### config.mk
export PLATFORM = sky130hd
export DESIGN_NAME = alu_seq
export DESIGN_NICKNAME = d
export VERILOG_FILES = /design/src/rtl/alu_pkg.sv /design/src/rtl/alu_addsub_core.sv /design/src/rtl/alu_seq.sv
export SDC_FILE = /design/constraint.sdc
export NUM_CORES = 1
export LEC_CHECK = 0
export ABC_AREA = 1
export CAP_MARGIN = 15
export CORE_ASPECT_RATIO = 0.9
export CORE_MARGIN = 1.5
export CORE_UTILIZATION = 50
export CTS_CLUSTER_DIAMETER = 100
export CTS_CLUSTER_SIZE = 14
export DETAILED_ROUTE_END_ITERATION = 6
export PLACE_DENSITY = 0.71
export SLEW_MARGIN = 20
export SYNTH_ARGS = -nofsm -noshare
export SYNTH_HDL_FRONTEND = slang
export SYNTH_SLANG_ARGS = --single-unit
### constraint.sdc
create_clock -name clk -period 3.56 [get_ports clk]
set_input_delay 0.534 -clock clk [delete_from_list [all_inputs] [get_ports clk]]
set_output_delay 0.534 -clock clk [all_outputs]
set_load 0.02 [all_outputs]
### src/rtl/alu_pkg.sv
// Shared definitions for the sequential ALU: opcode encodings and FSM state type.
package alu_pkg;

  localparam logic [2:0] OP_AND = 3'b000;
  localparam logic [2:0] OP_OR  = 3'b001;
  localparam logic [2:0] OP_ADD = 3'b010;
  localparam logic [2:0] OP_SLT = 3'b011;
  localparam logic [2:0] OP_MUL = 3'b100;
  localparam logic [2:0] OP_NOR = 3'b101;

  typedef enum logic {
    IDLE,
    MUL
  } state_t;

  function automatic logic is_mul(input logic [2:0] op);
    return op == OP_MUL;
  endfunction

endpackage

### src/rtl/alu_addsub_core.sv
// Combinational operand path: optional B inversion, adder with carry-in, carry-out and signed overflow.
module alu_addsub_core #(
  parameter int WIDTH = 32
) (
  input  logic [WIDTH-1:0] in1,
  input  logic [WIDTH-1:0] in2,
  input  logic             binvert,
  input  logic             cin,
  output logic [WIDTH-1:0] b,
  output logic [WIDTH-1:0] sum,
  output logic             cout,
  output logic             ovf
);

  logic [WIDTH:0] sum_ext;

  always_comb begin
    b       = binvert ? ~in2 : in2;
    sum_ext = {1'b0, in1} + {1'b0, b} + {{WIDTH{1'b0}}, cin};
    sum     = sum_ext[WIDTH-1:0];
    cout    = sum_ext[WIDTH];
    ovf     = (in1[WIDTH-1] == b[WIDTH-1]) && (sum_ext[WIDTH-1] != in1[WIDTH-1]);
  end

endmodule

### src/rtl/alu_seq.sv
// Handshaked ALU: single-cycle AND/OR/ADD/SLT/NOR plus an iterative shift-add multiply,
// with a registered result and status flags held under backpressure.
module alu_seq
  import alu_pkg::*;
#(
  parameter int WIDTH = 32,
  parameter int CNT_W = $clog2(WIDTH + 1)
) (
  input  logic             clk,
  input  logic             reset,
  input  logic             in_valid,
  output logic             in_ready,
  input  logic [2:0]       op,
  input  logic             binvert,
  input  logic             cin,
  input  logic [WIDTH-1:0] in1,
  input  logic [WIDTH-1:0] in2,
  output logic             out_valid,
  input  logic             out_ready,
  output logic [WIDTH-1:0] ans,
  output logic             cout,
  output logic             ovf,
  output logic             zero
);

  localparam logic [CNT_W-1:0] LAST_ITER = CNT_W'(WIDTH - 1);

  state_t state, state_next;

  logic [WIDTH-1:0] b;
  logic [WIDTH-1:0] sum;
  logic             add_cout;
  logic             add_ovf;

  logic [WIDTH-1:0] res_ans;
  logic             res_cout;
  logic             res_ovf;

  logic [WIDTH-1:0] mcand;
  logic [WIDTH-1:0] mplier;
  logic [WIDTH-1:0] acc;
  logic [WIDTH-1:0] acc_next;
  logic [CNT_W-1:0] cnt;

  logic accept;
  logic consume;
  logic mul_done;

  alu_addsub_core #(
    .WIDTH(WIDTH)
  ) u_core (
    .in1    (in1),
    .in2    (in2),
    .binvert(binvert),
    .cin    (cin),
    .b      (b),
    .sum    (sum),
    .cout   (add_cout),
    .ovf    (add_ovf)
  );

  assign in_ready = (state == IDLE) && (!out_valid || out_ready);
  assign accept   = in_valid && in_ready;
  assign consume  = out_valid && out_ready;
  assign mul_done = (state == MUL) && (cnt == LAST_ITER);
  assign acc_next = mplier[0] ? acc + mcand : acc;

  // Single-cycle result; reserved opcodes fall through to all-zero with no flags.
  always_comb begin
    res_ans  = '0;
    res_cout = 1'b0;
    res_ovf  = 1'b0;
    case (op)
      OP_AND: res_ans = in1 & b;
      OP_OR:  res_ans = in1 | b;
      OP_NOR: res_ans = ~(in1 | b);
      OP_ADD: begin
        res_ans  = sum;
        res_cout = add_cout;
        res_ovf  = add_ovf;
      end
      OP_SLT: begin
        res_ans  = {{(WIDTH-1){1'b0}}, sum[WIDTH-1] ^ add_ovf};
        res_cout = add_cout;
        res_ovf  = add_ovf;
      end
      default: ;
    endcase
  end

  always_ff @(posedge clk) begin
    if (reset) state <= IDLE;
    else       state <= state_next;
  end

  always_comb begin
    state_next = state;
    case (state)
      IDLE: if (accept && is_mul(op)) state_next = MUL;
      MUL:  if (mul_done)             state_next = IDLE;
      default: state_next = IDLE;
    endcase
  end

  // A consume and a new load on the same edge leave out_valid set: the load wins.
  always_ff @(posedge clk) begin
    if (reset) begin
      out_valid <= 1'b0;
      ans       <= '0;
      cout      <= 1'b0;
      ovf       <= 1'b0;
      zero      <= 1'b1;
      mcand     <= '0;
      mplier    <= '0;
      acc       <= '0;
      cnt       <= '0;
    end else begin
      if (consume) out_valid <= 1'b0;

      if (accept) begin
        if (is_mul(op)) begin
          mcand  <= in1;
          mplier <= in2;
          acc    <= '0;
          cnt    <= '0;
        end else begin
          out_valid <= 1'b1;
          ans       <= res_ans;
          cout      <= res_cout;
          ovf       <= res_ovf;
          zero      <= (res_ans == '0);
        end
      end

      if (state == MUL) begin
        acc    <= acc_next;
        mcand  <= mcand << 1;
        mplier <= mplier >> 1;
        cnt    <= cnt + CNT_W'(1);
        if (mul_done) begin
          out_valid <= 1'b1;
          ans       <= acc_next;
          cout      <= 1'b0;
          ovf       <= 1'b0;
          zero      <= (acc_next == '0);
        end
      end
    end
  end

endmodule

==> qor.csv, run 1 <==
metric,value,unit
critPathRequiredTime,3.94,ns
p_leak,7.79,nW
synthDistinctLibCells,45,
clk_latency,0.45,ns
power_density,329,nW/um^2
violations,design-rule violations,
max_slew_margin,20.5,%
grt_pass1_wl,74800,um
cts_setup_buffers,0,
synth_edf_count,0,
setup_slack,0.216,ns
syn_area_per_cell,5.89,um^2
final_nets,2500,
syn-num-nets,2315,
met1_length,22100,um
fin_crit,3.34,ns
syn_area,12600,um^2
yosysMostFrequentCell,nand2_1,
cp.arrival,3.73,ns
synthTopCellsByCount,"nand2_1 (710), inv_1 (338), nor2_1 (162)",
syn_inst,2143,
yosysWarnings,0,
synth_top_area_share,22.0,%
rows,54,
fin_crit_sh,93.9,%
crit_type,primary input to flip-flop,
dieArea,26200,um^2
path_delay_family,simple AND/OR/NAND/NOR gates,
cts_sinks,139,
fp.dieH,154,um
dpl.hpwl,38700,um
finalNonFillerCells,2677,
drt_wl_total,48100,um
drc,9,
setup_violations,0,
drv_cap,0,
synthTopCellsByArea,"dfxtp_1 (22%), nand2_1 (21%), inv_1 (10%)",
core,24500,um^2
status,"finished, violations left",
grt_max_degree,86,
cts_tree,built,
grt_usage,37.2,%
synthFlopType,dfxtp_1,
synthArstFlopShare,0,%
min_path_type,flip-flop to flip-flop,
vias,14800,
crit_buf_inv,3,
routed-wl-met2,20100,um
slowest_delay,0.51,ns
dp.cells,2645,
rsz0062_at_grt,no,
path_cells,clkdlybuf4s50_1 -> xnor2_1 -> buf_4 -> inv_1 -> fa_2 -> fa_2 -> or2_2 -> nand3_1 -> nand4_1 -> nor2_1 -> nand3_1 -> nor2_1 -> nand3_1 -> nor2_1 -> nand3_1 -> nor2_1 -> nand2_1 -> nand2_1 -> nand2_1 -> nand2_1,
drt_iter0_drc,1667,
grt_remaining_overflow,0,
clockBufferDepth,2,
endpoint_kind,flip-flop,
drive_gt1_share,8.16,%
grt_pass1_vias,13700,
yosys.area.top_type,dfxtp_1,
ir_drop,0.374,mV
report.final.slew_viol_count,0,
finalHoldViolCount,0,
numCtsBuffers,17,
tns,0,ns
clk_pin_slew,0.06,ns
ant_nets,0,
globalplace.congestion,0.973,
finClkSkew,0.0158,ns
critPathLaunchType,primary input,
tightest_slew,1.19,ns
first_pass_iters,7,
h-tree-depth,4,
cp_max_fo,4,
initial_utilization,51.5,%
yosysSeqAreaShare,22.0,%
port_buffers,109,
slowest_stage,clkdlybuf4s50_1,
diodes,0,
syn_to_final_growth,22.7,%
routed_via_density,5.53,
dieWidth,171,um
top_layer,met4,
synth_seq_cells,139,
met3_length,4180,um
dp_slack,-0.330,ns
ios,110,
total_power,5.10,mW
utilization,63.2,%
wl_per_cell,18.0,um
fmax,0.299,GHz
cts-root-buf,clkbuf_16,
antenna_found_initial,0,
-- cell type report --
cell class              instances  area [um^2]
clock buffers                  18          439
clock inverters                14          169
fillers                      2401         9020
inverters                     345         1290
multi-input cells            1582         8260
flip-flops and latches        139         2780
well taps                     336          420
repair buffers                243         2140
-- kinds of logic after synthesis --
| kind of cell | Yosys count | synth area share [%] |
|---|---|---|
| buffers and inverters | 422 | 12.8 |
| and+or+nand+nor | 1104 | 35.9 |
| DFF | 139 | 22.0 |
| AOI/OAI and AO/OA | 341 | 16.6 |
| adders and majority gates | 99 | 9.99 |
| xor gates and xnor gates | 38 | 2.63 |
-- worst paths after layout --
kind / from / to / slack, ns / cells past startpoint
worst min register to register: mplier[9] / mplier[8] / 0.47 / 2
worst min-delay path: mplier[9] / mplier[8] / 0.47 / 2
worst max-delay path: in2[0] / zero / 0.22 / 20
worst max register to register: mcand[0] / zero / 0.41 / 19
-- metal layers --
layer | up-vias | GRT usage, %
li1 | 7295 | -
met1 | 6786 | 52.7
met2 | 636 | 56.0
met3 | 82 | 5.77
met4 | 0 | 14.9
met5 | - | 0
-- layout by cell type, fill, tap and decap left out, types with 11 or more instances in the layout --
cell type and count:
a21oi_1 106, a221oi_1 25, a31oi_1 45, a32o_1 11, a32oi_1 14, buf_4 130
clkbuf_16 17, clkdlybuf4s50_1 107, dfxtp_1 138, ha_1 96, inv_1 338, nand2_1 709
nand3_1 157, nand3b_1 13, nand4_1 30, nor2_1 158, nor3_1 16, o21ai_0 89
o22ai_1 11, xnor2_1 35
-- where the power goes --
group          leakage (nW)  internal, mW  switching (mW)  total, mW
logic                  6.37         0.624           0.948       1.57
clock network         0.298          1.08           0.797       1.88
registers              1.13          1.61          0.0452       1.66
total                  7.79          3.31            1.79       5.10
-- state kept, by name, indices dropped and copies added (netlist names) --
signal     cells
acc           32
ans           32
mcand         32
mplier        32
cnt            6
cout           1
out_valid      1
ovf            1
state          1
zero           1
-- worst min-delay path: stages (launching register included) --
cell and delay (ns):
dfxtp_1 0.30, nand2_1 0.05, a31oi_1 0.07
-- through the flow --
step,instance area [um^2],hold slack (ns)
3_3_place_gp,14900,0.455
5_1_grt,15500,0.486
2_1_floorplan,12600,0.446
3_5_place_dp,14900,0.460
6_report,15500,0.468
4_1_cts,15500,0.469
-- what timing repair did --
item / 4_1_cts / 5_1_grt
endpoints found under the setup margin: 0 / 1
hold buffers: 0 / 0
gates resized for setup: 0 / 5
Note: power is estimated with default switching activity, not from simulation.
==> run 2, diff against run 1 <==
--- a/config.mk
+++ b/config.mk
@@ -8,7 +8,7 @@
 export ABC_AREA = 1
 export CAP_MARGIN = 15
 export CORE_ASPECT_RATIO = 0.9
-export CORE_MARGIN = 1.5
+export CORE_MARGIN = 2
 export CORE_UTILIZATION = 50
 export CTS_CLUSTER_DIAMETER = 100
 export CTS_CLUSTER_SIZE = 14
==> qor.csv, run 2 (synthesis gave the netlist of run 1 again) <==
metric,value,unit,change
clk_pin_slew,0.07,ns,about the same
antenna_found_initial,1,,+1
syn_to_final_growth,23.2,%,
fin_crit_sh,92.7,%,-1.2 points
drt_iter0_drc,1435,,-14%
fin_crit,3.30,ns,-0.0432 ns
cp.arrival,3.68,ns,-0.05 ns
h-tree-depth,4,,unchanged
numCtsBuffers,17,,unchanged
drv_cap,0,,unchanged
slowest_delay,0.50,ns,about the same
ant_nets,0,,unchanged
tns,0,ns,unchanged
wl_per_cell,17.7,um,-1.6%
initial_utilization,50.6,%,-0.94 points
ios,110,,unchanged
fmax,0.303,GHz,+1.3%
finClkSkew,0.0101,ns,-0.00572 ns
met1_length,21500,um,-2.7%
max_slew_margin,22.9,%,+2.4 points
fp.dieH,155,um,+0.65%
slowest_stage,clkdlybuf4s50_1,,
path_cells,clkdlybuf4s50_1 -> xnor2_1 -> buf_4 -> inv_1 -> fa_2 -> fa_2 -> nand2_1 -> nand2_1 -> nand3_1 -> nand2_2 -> nand2_1 -> nand2_2 -> nor2_2 -> nor2_1 -> nor2_1 -> nand2_1 -> nor2_2 -> nand4_1 -> nor2_1 -> nand2_1 -> nand2_1 -> nand2_1 -> nand2_1,,
utilization,62.3,%,-0.92 points
cts_sinks,139,,unchanged
rows,55,,+1.9%
status,"complete, no violations",,
globalplace.congestion,0.993,,+2.1%
total_power,5.04,mW,-1.3%
crit_buf_inv,3,,unchanged
hold_buffers,0,,unchanged
dieArea,26600,um^2,+1.2%
path_delay_family,simple AND/OR/NAND/NOR gates,,
first_pass_iters,6,,-1
dieWidth,172,um,+0.59%
top_layer,met4,,
dpl.hpwl,38700,um,-0.13%
cts-root-buf,clkbuf_16,,
report.final.slew_viol_count,0,,unchanged
fill_cells,2461,,+2.5%
clockBufferDepth,2,,unchanged
critPathRequiredTime,3.94,ns,about the same
crit_type,primary input to flip-flop,,
cp_max_fo,4,,unchanged
port_buffers,109,,unchanged
power_density,324,nW/um^2,-1.7%
grt_remaining_overflow,0,,unchanged
routed_via_density,5.52,,-0.15%
met3_length,4520,um,+8.1%
routed-wl-met2,19900,um,-1.0%
path_common_cell,nand2_1,,
grt_max_degree,85,,-1.2%
critPathLaunchType,primary input,,
setup_violations,0,,unchanged
layout_common_cells,"nand2_1 (708), inv_1 (338), nor2_1 (157), nand3_1 (157), dfxtp_1 (138)",,
drc,0,,-9
final_common_cell,nand2_1,,
endpoint_kind,flip-flop,,
grt_pass1_vias,13200,,-3.1%
vias,14800,,+0.26%
grt_usage,35.8,%,-1.3 points
drive_gt1_share,8.40,%,+0.24 points
p_leak,7.81,nW,+0.19%
grt_pass1_wl,72900,um,-2.6%
clk_latency,0.43,ns,-0.02 ns
tightest_slew,1.15,ns,-0.0359 ns
core,25000,um^2,+1.9%
finalHoldViolCount,0,,unchanged
min_path_type,flip-flop to flip-flop,,
drt_wl_total,47500,um,-1.2%
cts_tree,built,,
ir_drop,0.274,mV,-27%
final_nets,2504,,+0.16%
## run 2: cell count changes in the layout (fill, tap and decap cells not counted), sizes merged
cell / change
buf: +4
clkinvlp: +2
bufinv: -1
clkbuf: -1
diode: +1
## run 2: path summary, 6_finish.rpt
path | slack (ns) | endpoint | cells past startpoint | startpoint
worst min-delay path | 0.47 | mplier[1] | 2 | mplier[1]
worst max-delay path | 0.26 | zero | 23 | in2[0]
worst max register to register | 0.45 | zero | 19 | mcand[0]
worst min register to register | 0.47 | mplier[1] | 2 | mplier[1]
## run 2: final cells by class
type | instances | area, um^2 | share of cell area (%)
clock buffers | 17 | 425 | 2.73
well taps | 342 | 428 | 2.75
inverters | 345 | 1290 | 8.32
repair buffers | 247 | 2190 | 14.1
multi-input cells | 1582 | 8260 | 53.1
diodes | 1 | 2.50 | 0.0161
clock inverters | 15 | 169 | 1.09
flip-flops and latches | 139 | 2780 | 17.9
## run 2: what timing repair did
item / 4_1_cts / 5_1_grt
resized for setup: 0 / 7
setup buffers: 0 / 2
endpoints found under the setup margin: 0 / 4
## run 2: where the power goes
group          internal (mW)  leakage, nW  switching [mW]
combinational          0.637         6.39           0.948
sequential              1.61         1.13          0.0449
clock                   1.00        0.284           0.795
## run 2: tightest hold or removal path, stage by stage, from the launching register on
cell	delay, ns
dfxtp_1	0.31
nand2_1	0.06
a21oi_1	0.05
## run 2: metrics by stage
| step | setup slack, ns | std cells | cell area (um^2) | hold WS [ns] |
|---|---|---|---|---|
| after global routing | -0.0203 | 2687 | 15600 | 0.480 |
| final | 0.259 | 2688 | 15600 | 0.466 |
| after CTS | 0.134 | 2685 | 15500 | 0.466 |
| after global placement | -0.240 | 2653 | 14900 | 0.455 |
| after detailed placement | -0.302 | 2653 | 14900 | 0.456 |
| after floorplan | 0.475 | 2143 | 12600 | 0.446 |
## run 2: routing by layer
layer  global-route usage, %  vias up
met5                       0        -
met4                    13.4        0
met3                    8.01       90
met2                    53.7      641
met1                    50.0     6777
li1                        -     7330
